File: src/rtl/multicycle_control_unit.sv
// multicycle_control_unit: multicycle RV32I control FSM with memory ready handshakes and timeout.
// Define ILLEGAL_TRAP_EN to trap unknown opcodes (adds illegal_instr); otherwise they execute as NOPs.
module multicycle_control_unit #(
  parameter int MEM_TIMEOUT = 16
) (
  input  logic       clk,
  input  logic       rst_n,
  input  logic [6:0] opCode,
  input  logic [2:0] fun3,
  input  logic [6:0] fun7,
  input  logic       im_ready,
  input  logic       dm_ready,
  output logic       IMReq,
  output logic       IRWr,
  output logic       PCWr,
  output logic       DMReq,
  output logic       DMWr,
  output logic [2:0] DMCtrl,
  output logic [2:0] ImmSrc,
  output logic       ALUASrc,
  output logic       ALUBSrc,
  output logic [3:0] ALUOpcode,
  output logic [4:0] BrOp,
  output logic [1:0] RUDataWrSrc,
  output logic       RUWr,
  output logic       bus_error,
  output logic [2:0] state_o
`ifdef ILLEGAL_TRAP_EN
  ,
  output logic       illegal_instr
`endif
);
  localparam int CW = (MEM_TIMEOUT > 0) ? $clog2(MEM_TIMEOUT + 1) : 1;
  localparam logic [CW-1:0] LIM = CW'((MEM_TIMEOUT > 0) ? MEM_TIMEOUT - 1 : 0);
  localparam logic [6:0] OP_R = 7'b0110011, OP_I = 7'b0010011, OP_LD = 7'b0000011,
    OP_ST = 7'b0100011, OP_BR = 7'b1100011, OP_JAL = 7'b1101111, OP_JALR = 7'b1100111;
  typedef enum logic [2:0] {
    FETCH = 3'd0, DECODE = 3'd1, EXEC = 3'd2, MEM = 3'd3, WB = 3'd4, HALT = 3'd5, TRAP = 3'd6
  } state_e;
  state_e state_q, state_d;
  logic [6:0] op_q, op_d;
  logic [2:0] f3_q, f3_d;
  logic f7b_q, f7b_d, bus_q, bus_d, waiting, timeout;
  logic [CW-1:0] cnt_q, cnt_d;
  logic is_r, is_i, is_ld, is_st, is_br, is_jal, is_jalr, alu_a, alu_b;
  logic [3:0] alu_op;
  logic [2:0] imm;
  logic unused_fun7;
  assign unused_fun7 = ^{fun7[6], fun7[4:0]};
  function automatic logic known(input logic [6:0] op);
    return op inside {OP_R, OP_I, OP_LD, OP_ST, OP_BR, OP_JAL, OP_JALR};
  endfunction
  assign is_r    = op_q == OP_R;
  assign is_i    = op_q == OP_I;
  assign is_ld   = op_q == OP_LD;
  assign is_st   = op_q == OP_ST;
  assign is_br   = op_q == OP_BR;
  assign is_jal  = op_q == OP_JAL;
  assign is_jalr = op_q == OP_JALR;
  // ALU controls set up in EXEC and held through MEM (and WB for jumps)
  assign alu_a  = is_br | is_jal;
  assign alu_b  = is_i | is_ld | is_st | is_br | is_jal | is_jalr;
  assign alu_op = is_r ? {f7b_q, f3_q} : is_i ? {(f3_q == 3'b101) & f7b_q, f3_q} : 4'b0000;
  assign imm    = is_st ? 3'b001 : is_br ? 3'b101 : is_jal ? 3'b110 : 3'b000;
  assign waiting = (state_q == FETCH && !im_ready) || (state_q == MEM && !dm_ready);
  assign timeout = (MEM_TIMEOUT > 0) && waiting && cnt_q == LIM;
  always_ff @(posedge clk) begin
    if (!rst_n) begin
      state_q <= FETCH;
      op_q    <= '0;
      f3_q    <= '0;
      f7b_q   <= 1'b0;
      cnt_q   <= '0;
      bus_q   <= 1'b0;
    end else begin
      state_q <= state_d;
      op_q    <= op_d;
      f3_q    <= f3_d;
      f7b_q   <= f7b_d;
      cnt_q   <= cnt_d;
      bus_q   <= bus_d;
    end
  end
  always_comb begin
    state_d = state_q;
    op_d = op_q;
    f3_d = f3_q;
    f7b_d = f7b_q;
    bus_d = bus_q;
    IMReq = 1'b0;
    IRWr = 1'b0;
    PCWr = 1'b0;
    DMReq = 1'b0;
    DMWr = 1'b0;
    DMCtrl = 3'b000;
    ImmSrc = 3'b000;
    ALUASrc = 1'b0;
    ALUBSrc = 1'b0;
    ALUOpcode = 4'b0000;
    BrOp = 5'b00000;
    RUDataWrSrc = 2'b00;
    RUWr = 1'b0;
`ifdef ILLEGAL_TRAP_EN
    illegal_instr = 1'b0;
`endif
    case (state_q)
      FETCH: begin
        IMReq = 1'b1;
        IRWr = im_ready;
        state_d = im_ready ? DECODE : timeout ? HALT : FETCH;
        bus_d = bus_q | timeout;
      end
      DECODE: begin
        op_d = opCode;
        f3_d = fun3;
        f7b_d = fun7[5];
`ifdef ILLEGAL_TRAP_EN
        state_d = known(opCode) ? EXEC : TRAP;
`else
        state_d = EXEC;
`endif
      end
      EXEC: begin
        ImmSrc = imm;
        ALUASrc = alu_a;
        ALUBSrc = alu_b;
        ALUOpcode = alu_op;
        BrOp = is_br ? {2'b00, f3_q} : 5'b00000;
        PCWr = is_br | !known(op_q);
        state_d = (is_ld | is_st) ? MEM : (is_br | !known(op_q)) ? FETCH : WB;
      end
      MEM: begin
        ImmSrc = imm;
        ALUASrc = alu_a;
        ALUBSrc = alu_b;
        ALUOpcode = alu_op;
        DMReq = 1'b1;
        DMCtrl = f3_q;
        DMWr = is_st;
        PCWr = dm_ready & is_st;
        state_d = dm_ready ? (is_st ? FETCH : WB) : timeout ? HALT : MEM;
        bus_d = bus_q | timeout;
      end
      WB: begin
        RUWr = 1'b1;
        PCWr = 1'b1;
        RUDataWrSrc = is_ld ? 2'b01 : (is_jal | is_jalr) ? 2'b10 : 2'b00;
        BrOp = (is_jal | is_jalr) ? 5'b11111 : 5'b00000;
        ImmSrc = (is_jal | is_jalr) ? imm : 3'b000;
        ALUASrc = (is_jal | is_jalr) & alu_a;
        ALUBSrc = (is_jal | is_jalr) & alu_b;
        ALUOpcode = (is_jal | is_jalr) ? alu_op : 4'b0000;
        state_d = FETCH;
      end
`ifdef ILLEGAL_TRAP_EN
      TRAP: illegal_instr = 1'b1;
`endif
      default: ;
    endcase
    cnt_d = (state_d == state_q && waiting) ? cnt_q + 1'b1 : '0;
    if (!rst_n) begin
      IMReq = 1'b0;
      IRWr = 1'b0;
      PCWr = 1'b0;
      DMReq = 1'b0;
      DMWr = 1'b0;
      DMCtrl = 3'b000;
      ImmSrc = 3'b000;
      ALUASrc = 1'b0;
      ALUBSrc = 1'b0;
      ALUOpcode = 4'b0000;
      BrOp = 5'b00000;
      RUDataWrSrc = 2'b00;
      RUWr = 1'b0;
`ifdef ILLEGAL_TRAP_EN
      illegal_instr = 1'b0;
`endif
    end
  end
  assign bus_error = rst_n & bus_q;
  assign state_o = rst_n ? state_q : 3'd0;
endmodule
File: config.mk
export PLATFORM = sky130hd
export DESIGN_NAME = multicycle_control_unit
export DESIGN_NICKNAME = d
export VERILOG_FILES = /design/src/rtl/multicycle_control_unit.sv
export SDC_FILE = /design/constraint.sdc
export NUM_CORES = 1
export LEC_CHECK = 0
export ABC_AREA = 0
export BUFFER_PORTS_ARGS = -buffer_cell sky130_fd_sc_hd__buf_2
export CORE_MARGIN = 8
export CORE_UTILIZATION = 51
export DETAILED_ROUTE_END_ITERATION = 10
export GPL_TIMING_DRIVEN = 0
export PLACE_DENSITY = 0.91
export SYNTH_ARGS = -nofsm -noshare
export SYNTH_HDL_FRONTEND = slang
export SYNTH_SLANG_ARGS = --single-unit
export TNS_END_PERCENT = 20
File: constraint.sdc
create_clock -name clk -period 4 [get_ports clk]
set_input_delay 0.4 -clock clk [delete_from_list [all_inputs] [get_ports clk]]
set_output_delay 0.4 -clock clk [all_outputs]
set_load 0.03 [all_outputs]
==> qor.txt, run 1 <==
run status - completed
Boundary Pins - 50
category of the worst setup path capture point - output port
part of the cycle the worst path needs - 62.5%
Slew HR - 64.6%
area added between synthesis and finish - 25.4%
clock insertion delay at the later pin of the skew report - 0.31 ns
overall via count from detail_route - 1235
antenna violations before repair - 0
routability cong. - 0.889
highest net fanout along the worst path - 10
critical setup path kind - flip-flop to output port
total negative setup slack - 0 ns
class of the most critical hold timing path - input port to flip-flop
worst hold slack after final layout - 0.319 ns
Post-Layout Cell Count - 218
number of max-slew violations in the final report - 0
WL final - 3.38 mm
share of the synthesized area in the top cell type - 33.6%
Final Net Count - 214
number of maximum-capacitance constraint violations - 0
cell type contributing the most total cell area after synthesis - sky130_fd_sc_hd__dfxtp_1
Die Wd - 64.4 um
first-pass GRT wire length - 5.53 mm
cell depth of the worst flop-to-flop path - 5
share of layout cells above drive strength 1 - 30.5%
number of nets with antenna violations after routing - 0
worst hold path stage count - 3
leakage power - 0.789 nW
CTS root buffer - sky130_fd_sc_hd__clkbuf_4
first-iteration detailed-routing DRC count - 92
fin crit period - 2.50 ns
detailed-routing iteration count for the pre-antenna-repair pass - 4
number of clock buffers inserted by TritonCTS - 3
setup clock skew after layout - 0.00410 ns
cell breakdown of the critical path - buf_2 > or2_4 > nor2_1 > nor4b_1 > buf_2
placeable core region - 2210 um2
cells resized by post-CTS repair - 0
row count - 17
worst endpoint required time - 3.60 ns
mean number of vias per cell - 5.67
Clock Tree Buf Depth - 2
Arr. time, crit path - 2.10 ns
die extent in y - 64.4 um
distinct cell type count after synthesis - 44
overflow left after global routing - 0
Die Area - 4140 um2
CTS hold repair buffers - 0
synthesized area - 1190 um2
per-instance average area after synthesis - 8.34 um2
Global Route Usage Sum - 16.2%
worst stage delay on the critical path - 0.41 ns
post-layout worst setup margin - 1.50 ns
Max Freq - 400 MHz
synth top area cells - sky130_fd_sc_hd__dfxtp_1 (34%), sky130_fd_sc_hd__mux2i_1 (8.4%), sky130_fd_sc_hd__nor2_1 (8.2%)
Syn Inst Count - 143
post-synthesis net count - 166
CP max-delay cell - sky130_fd_sc_hd__nor4b_1
dpl cells - 214
number of synthesized register bits - 20
Port-buffer cells - 43
per-cell routed wire length - 15.5 um
slew at the pin with the worst max-slew slack - 0.529 ns
number of warnings reported in the yosys synthesis log - 0
RSZ-0062 raised after global routing - false
number of buffers inserted by post-CTS setup repair - 0
Post-synth top flop - sky130_fd_sc_hd__dfxtp_1
number of hold violations in the final report - 0
power density over the cells - 297 nW/um2
diodes inserted - 0
EDFF count, synth - 0
final setup violation count - 0
total number of H-tree levels - 1
share of synthesized registers carrying an async set or reset - 0%
Post-Place Setup Slack - 1.91 ns
half-perimeter wire length after detailed placement - 2.55 mm
TritonCTS clock tree - built
cell repeated most along the worst path - sky130_fd_sc_hd__buf_2
fraction of the yosys area taken by sequential cells - 33.6%
DRC - 0
Peak supply drop - 0.231 mV
count of clock tree sinks - 20
effective utilization at floorplan - 53.9%
Clock transition at path regs - 0.12 ns
via count of the first global-routing pass - 1203
Setup crit start kind - flip-flop
pin count of the biggest net entering global routing - 13
[cells by family after synthesis]
family                   count (synthesis)  share of synthesized area (%)
AND/OR/NAND/NOR                         73                           35.2
buffers and inverters                   15                           6.19
XOR/XNOR                                 2                           1.47
multiplexers                            10                           8.39
adder cells (fa/ha/maj)                  2                           2.10
AO/OA/AOI/OAI                           21                           13.1
flip-flops                              20                           33.6
[cells in the final DEF, fill, tap and decap left out, types with 2 or more instances in the layout]
cell type	count
sky130_fd_sc_hd__a21o_1	3
sky130_fd_sc_hd__buf_2	45
sky130_fd_sc_hd__a41o_1	2
sky130_fd_sc_hd__o21ai_0	4
sky130_fd_sc_hd__ha_1	2
sky130_fd_sc_hd__nand2b_1	3
sky130_fd_sc_hd__dfxtp_1	20
sky130_fd_sc_hd__nor3_1	4
sky130_fd_sc_hd__nor2_2	2
sky130_fd_sc_hd__nor2b_1	4
sky130_fd_sc_hd__mux2i_1	10
sky130_fd_sc_hd__o21bai_1	2
sky130_fd_sc_hd__a31oi_1	3
sky130_fd_sc_hd__clkbuf_1	3
sky130_fd_sc_hd__buf_4	2
sky130_fd_sc_hd__nor2_1	26
sky130_fd_sc_hd__nand2_1	6
sky130_fd_sc_hd__nand3b_1	2
sky130_fd_sc_hd__and3_1	7
sky130_fd_sc_hd__and2_1	5
sky130_fd_sc_hd__nand3_1	2
sky130_fd_sc_hd__inv_1	7
sky130_fd_sc_hd__clkbuf_4	3
[Yosys cell counts (3+ instances only)]
cell type	instances
sky130_fd_sc_hd__mux2i_1	10
sky130_fd_sc_hd__a21o_1	3
sky130_fd_sc_hd__nor3_1	4
sky130_fd_sc_hd__o21ai_0	4
sky130_fd_sc_hd__and3_1	7
sky130_fd_sc_hd__dfxtp_1	20
sky130_fd_sc_hd__clkbuf_1	3
sky130_fd_sc_hd__nand2b_1	3
sky130_fd_sc_hd__a31oi_1	3
sky130_fd_sc_hd__and2_1	5
sky130_fd_sc_hd__inv_1	7
sky130_fd_sc_hd__nor2_1	26
sky130_fd_sc_hd__nand2_1	6
sky130_fd_sc_hd__nor2b_1	4
[worst max-delay path, delay by kind of cell (launching register included)]
kind | cells | cell delay (ns)
simple gates | 3 | 1.02
buf+inv | 2 | 0.45
flops | 1 | 0.33
[flip-flops by register name, indices dropped and copies added (netlist names)]
name	cells
bus_q	1
cnt_q	5
f3_q	3
f7b_q	1
op_q	7
state_q	3
[where the power goes]
group          internal (mW)  switching (mW)  total (mW)
registers              0.207         0.00756       0.215
clock network          0.101          0.0658       0.167
logic                 0.0261          0.0365      0.0626
total                  0.335           0.110       0.444
[final timing paths]
| check | startpoint | end | slack (ns) |
|---|---|---|---|
| worst min register to register | cnt_q[0] | cnt_q[0] | 0.47 |
| worst max register to register | state_q[2] | f3_q[2] | 2.38 |
| worst min-delay path | opCode[4] | op_q[4] | 0.32 |
| worst max-delay path | state_q[0] | RUDataWrSrc[0] | 1.50 |
[per-layer routing]
metal  GRT usage (%)  vias to the layer above  share of wire, %
met5               0                        -                 0
li1                -                      595                 -
met3            4.36                        9               7.7
met1            17.8                      576                40
met2            28.3                       55                50
met4            7.63                        0               2.6
[cell type report]
type,count,area (um2)
Timing Repair Buffer,43,215
Clock buffer,3,22.5
Buffer,8,47.5
Sequential cell,20,400
Multi-Input combinational cell,108,718
Inverter,7,26.3
Fill cell,191,717
Tap cell,28,35.0
Clock inverter,1,30.0
[per-stage QoR]
step | utilization [%] | area, um2 | power, mW
floorplan | - | 1190 | 0.259
global placement | 65.2 | 1440 | 0.276
detailed placement | 65.2 | 1440 | 0.280
CTS | 67.6 | 1500 | 0.445
global route | 67.6 | 1500 | 0.460
finish | 67.6 | 1500 | 0.444
Power figures use the tool's default switching activity.
==> run 2: changes to the inputs <==
--- a/config.mk
+++ b/config.mk
@@ -5,13 +5,13 @@
 export SDC_FILE = /design/constraint.sdc
 export NUM_CORES = 1
 export LEC_CHECK = 0
-export ABC_AREA = 0
+export ABC_AREA = 1
 export BUFFER_PORTS_ARGS = -buffer_cell sky130_fd_sc_hd__buf_2
 export CORE_MARGIN = 8
-export CORE_UTILIZATION = 51
+export CORE_UTILIZATION = 48
 export DETAILED_ROUTE_END_ITERATION = 10
 export GPL_TIMING_DRIVEN = 0
-export PLACE_DENSITY = 0.91
+export PLACE_DENSITY = 0.86
 export SYNTH_ARGS = -nofsm -noshare
 export SYNTH_HDL_FRONTEND = slang
 export SYNTH_SLANG_ARGS = --single-unit
==> constraint.sdc (replaced) <==
create_clock -name clk -period 2.4 [get_ports clk]
set_input_delay 0.24 -clock clk [delete_from_list [all_inputs] [get_ports clk]]
set_output_delay 0.24 -clock clk [all_outputs]
set_load 0.03 [all_outputs]
==> run 2 against run 1 <==
  * First-iteration DRC count shrank 15%
  * Count of clock-buffer cells in the layout is 1 higher
  * Sequential share of layout area down 1.5 points
  * Critical endpoint is now ALUOpcode[1]
  * Largest cell class unchanged
  * Largest power group unchanged
  * Total power increased by 67%
  * Highest routed layer is now met3
  * Worst hold slack worse by 0.13 ns
==> qor.txt, run 2 <==
pin count of the biggest net entering global routing - 12 (-1)
list of most frequent post-synthesis cells - sky130_fd_sc_hd__nor2_1 (40), sky130_fd_sc_hd__nand2_1 (38), sky130_fd_sc_hd__inv_1 (26), sky130_fd_sc_hd__dfxtp_1 (20), sky130_fd_sc_hd__o21ai_0 (19)
PnR Total Power - 0.744 mW (+67%)
synthesized area - 1300 um2 (+8.8%)
fin crit period - 2.09 ns
EDFF count, synth - 0 (unchanged)
number of buffers inserted by post-CTS setup repair - 0 (unchanged)
number of maximum-capacitance constraint violations - 0 (unchanged)
count of clock tree sinks - 20 (unchanged)
post-synthesis net count - 231 (+39%)
leakage power - 0.800 nW (+1.4%)
power density over the cells - 470 nW/um2 (+58%)
post-layout worst setup margin - 0.309 ns (-1.19 ns)
Post-Place Setup Slack - 0.677 ns (-1.23 ns)
DRC - 0 (unchanged)
max FFs per register - 7 (unchanged)
antenna violations before repair - 0 (unchanged)
die extent in y - 68.0 um (+5.6%)
first-iteration detailed-routing DRC count - 78 (-15%)
cell breakdown of the critical path - inv_2 > nand3_2 > nor2_1 > nand2_1 > nand2_1 > nand4_2 > nor2_1 > buf_2
number of nets with antenna violations after routing - 0 (unchanged)
worst endpoint required time - 2.16 ns (-1.44 ns)
fraction of the yosys area taken by sequential cells - 30.9% (-2.7 points)
mux contribution to synthesized area - 0% (-8.4 points)
Post-synth top flop - sky130_fd_sc_hd__dfxtp_1
family with the most delay on the worst path - simple AND/OR/NAND/NOR gates
simple-gate area share of the yosys netlist - 40.8% (+5.6 points)
most common library cell in the layout ignoring fill and taps - sky130_fd_sc_hd__buf_2
main combinational cell family by area after synthesis - simple AND/OR/NAND/NOR gates
met1 wire length - 1.58 mm (+17%)
effective utilization at floorplan - 48.7% (-5.2 points)
complex-gate fraction of the synthesized area - 14.2% (+1.1 points)
overall via count from detail_route - 1410 (+14%)
slew at the pin with the worst max-slew slack - 0.364 ns (-0.165 ns)
class of the most critical hold timing path - input port to flip-flop
part of the cycle the worst path needs - 87.1%
Final Net Count - 278 (+30%)
CP max-delay cell - sky130_fd_sc_hd__dfxtp_1
leading cell type by number of instances after synthesis - sky130_fd_sc_hd__nor2_1
worst stage delay on the critical path - 0.39 ns (-0.02 ns)
mean number of vias per cell - 4.95 (-13%)
Die Wd - 68.0 um (+5.6%)
setup clock skew after layout - 0.00786 ns (+0.00376 ns)
Arr. time, crit path - 1.85 ns (-0.25 ns)
first-pass GRT wire length - 5.89 mm (+6.5%)
category of the worst setup path capture point - output port
share of the synthesized area in the top cell type - 30.9% (-2.7 points)
Max Freq - 478 MHz
number of max-slew violations in the final report - 0 (unchanged)
Syn Inst Count - 208 (+45%)
Global Route Usage Sum - 15.8% (-0.45 points)
number of hold violations in the final report - 0 (unchanged)
Routed met2 length - 1.52 mm (-9.9%)
registers with the highest flip-flop counts - op_q: 7 flops, cnt_q: 5 flops
area taken by multi-input logic gates - 756 um2 (+5.2%)
uppermost routed layer - met3
post-synthesis share of cell area spent on xor and xnor gates - 1.35% (-0.12 points)
detailed-routing iteration count for the pre-antenna-repair pass - 4 (unchanged)
final setup violation count - 0 (unchanged)
Setup crit start kind - flip-flop
per-instance average area after synthesis - 6.24 um2 (-25%)
placeable core region - 2660 um2 (+20%)
Die Area - 4620 um2 (+12%)
final design instance area without fill - 1580 um2 (+5.9%)
number of warnings reported in the yosys synthesis log - 0 (unchanged)
CTS hold repair buffers - 0 (unchanged)
total negative setup slack - 0 ns (unchanged)
critical setup path kind - flip-flop to output port
register name with the most flops - op_q
Slew HR - 75.7% (+11 points)
share of synthesized registers carrying an async set or reset - 0% (unchanged)
share of layout cells above drive strength 1 - 28.3% (-2.2 points)
combined buffer and inverter count along the critical path - 2 (unchanged)
run status - completed
highest net fanout along the worst path - 6 (-4)
distinct cell type count after synthesis - 29 (-34%)
Clock transition at path regs - 0.12 ns (about the same)
WL met3 - 217 um (-17%)
post-synthesis adder-cell area fraction - 1.93% (-0.17 points)
total number of H-tree levels - 1 (unchanged)
leading cell types in the layout, fill and taps excluded - sky130_fd_sc_hd__buf_2 (44), sky130_fd_sc_hd__nor2_1 (40), sky130_fd_sc_hd__nand2_1 (38)
synth top area cells - sky130_fd_sc_hd__dfxtp_1 (31%), sky130_fd_sc_hd__nor2_1 (12%), sky130_fd_sc_hd__nand2_1 (11%)
TritonCTS clock tree - built
routability cong. - 0.879 (-1.1%)
via count of the first global-routing pass - 1370 (+14%)
Clock Tree Buf Depth - 2 (unchanged)
area added between synthesis and finish - 22.0%
post-place instance area - 1550 um2 (+7.2%)
number of synthesized register bits - 20 (unchanged)
number of clock buffers inserted by TritonCTS - 3 (unchanged)
cell type contributing the most total cell area after synthesis - sky130_fd_sc_hd__dfxtp_1
Peak supply drop - 0.450 mV (+95%)
CTS root buffer - sky130_fd_sc_hd__clkbuf_4
register area - 400 um2 (unchanged)
WL final - 3.31 mm (-2.2%)
Boundary Pins - 50 (unchanged)
Port-buffer cells - 42 (-2.3%)
clock insertion delay at the later pin of the skew report - 0.29 ns (-0.02 ns)
diodes inserted - 0 (unchanged)
overflow left after global routing - 0 (unchanged)
half-perimeter wire length after detailed placement - 2.76 mm (+8.1%)
layout filler cell count - 282 (+48%)
worst hold slack after final layout - 0.193 ns (-0.126 ns)
cells resized by post-CTS repair - 0 (unchanged)
row count - 19 (+2)
RSZ-0062 raised after global routing - false
per-cell routed wire length - 11.6 um (-25%)
==> run 2: cell count changes in the layout (fill, tap and decap cells not counted), moves of 10 or more <==
cell,previous run,this run
sky130_fd_sc_hd__nand3_1,2,13
sky130_fd_sc_hd__a21oi_1,1,13
sky130_fd_sc_hd__nand2_1,6,38
sky130_fd_sc_hd__inv_1,7,26
sky130_fd_sc_hd__nor2_1,26,40
sky130_fd_sc_hd__o21ai_0,4,19
sky130_fd_sc_hd__mux2i_1,10,0
==> run 2: final timing paths <==
check | start | end | slack, ns | depth (start not counted)
min | fun3[1] | f3_q[1] | 0.19 | 3
min reg2reg | cnt_q[0] | cnt_q[0] | 0.47 | 1
max | op_q[4] | ALUOpcode[1] | 0.31 | 8
max reg2reg | cnt_q[0] | cnt_q[2] | 0.75 | 12
==> run 2: worst min-delay path: stages <==
cell and delay, ns:
sky130_fd_sc_hd__buf_2 0.07, sky130_fd_sc_hd__o21ai_0 0.07, sky130_fd_sc_hd__nor2_1 0.08
==> run 2: power breakdown <==
| part | total (mW) | internal (mW) | switching, mW |
|---|---|---|---|
| Clock | 0.193 | 0.0923 | 0.101 |
| Sequential | 0.378 | 0.355 | 0.0234 |
| Combinational | 0.173 | 0.0566 | 0.116 |
==> run 2: per-stage QoR <==
| stage | std cells | util (%) |
|---|---|---|
| after CTS | 285 | 59.4 |
| after floorplan | 208 | - |
| after global routing | 285 | 59.4 |
| after detailed placement | 281 | 58.1 |
| final | 285 | 59.4 |
| after global placement | 281 | 58.1 |
==> run 2: routing by layer <==
layer  global-route usage, %  vias to the layer above
li1                        -                      756
met1                    20.8                      614
met3                    2.29                        0
met4                    3.58                        0
met5                       0                        -
met2                    26.5                       40
==> run 2: area by class of cell <==
class | count | area share (%)
Tap cell | 31 | 2.45
Multi-Input combinational cell | 152 | 47.7
Timing Repair Buffer | 42 | 13.3
Sequential cell | 20 | 25.3
Buffer | 4 | 1.34
Clock buffer | 4 | 2.29
Inverter | 32 | 7.59
==> run 2: logic make-up after synthesis <==
family / Yosys count
flops: 20
simple gates: 113
compound gates: 35
xor+xnor: 2
buf+inv: 36
fa+ha+maj: 2
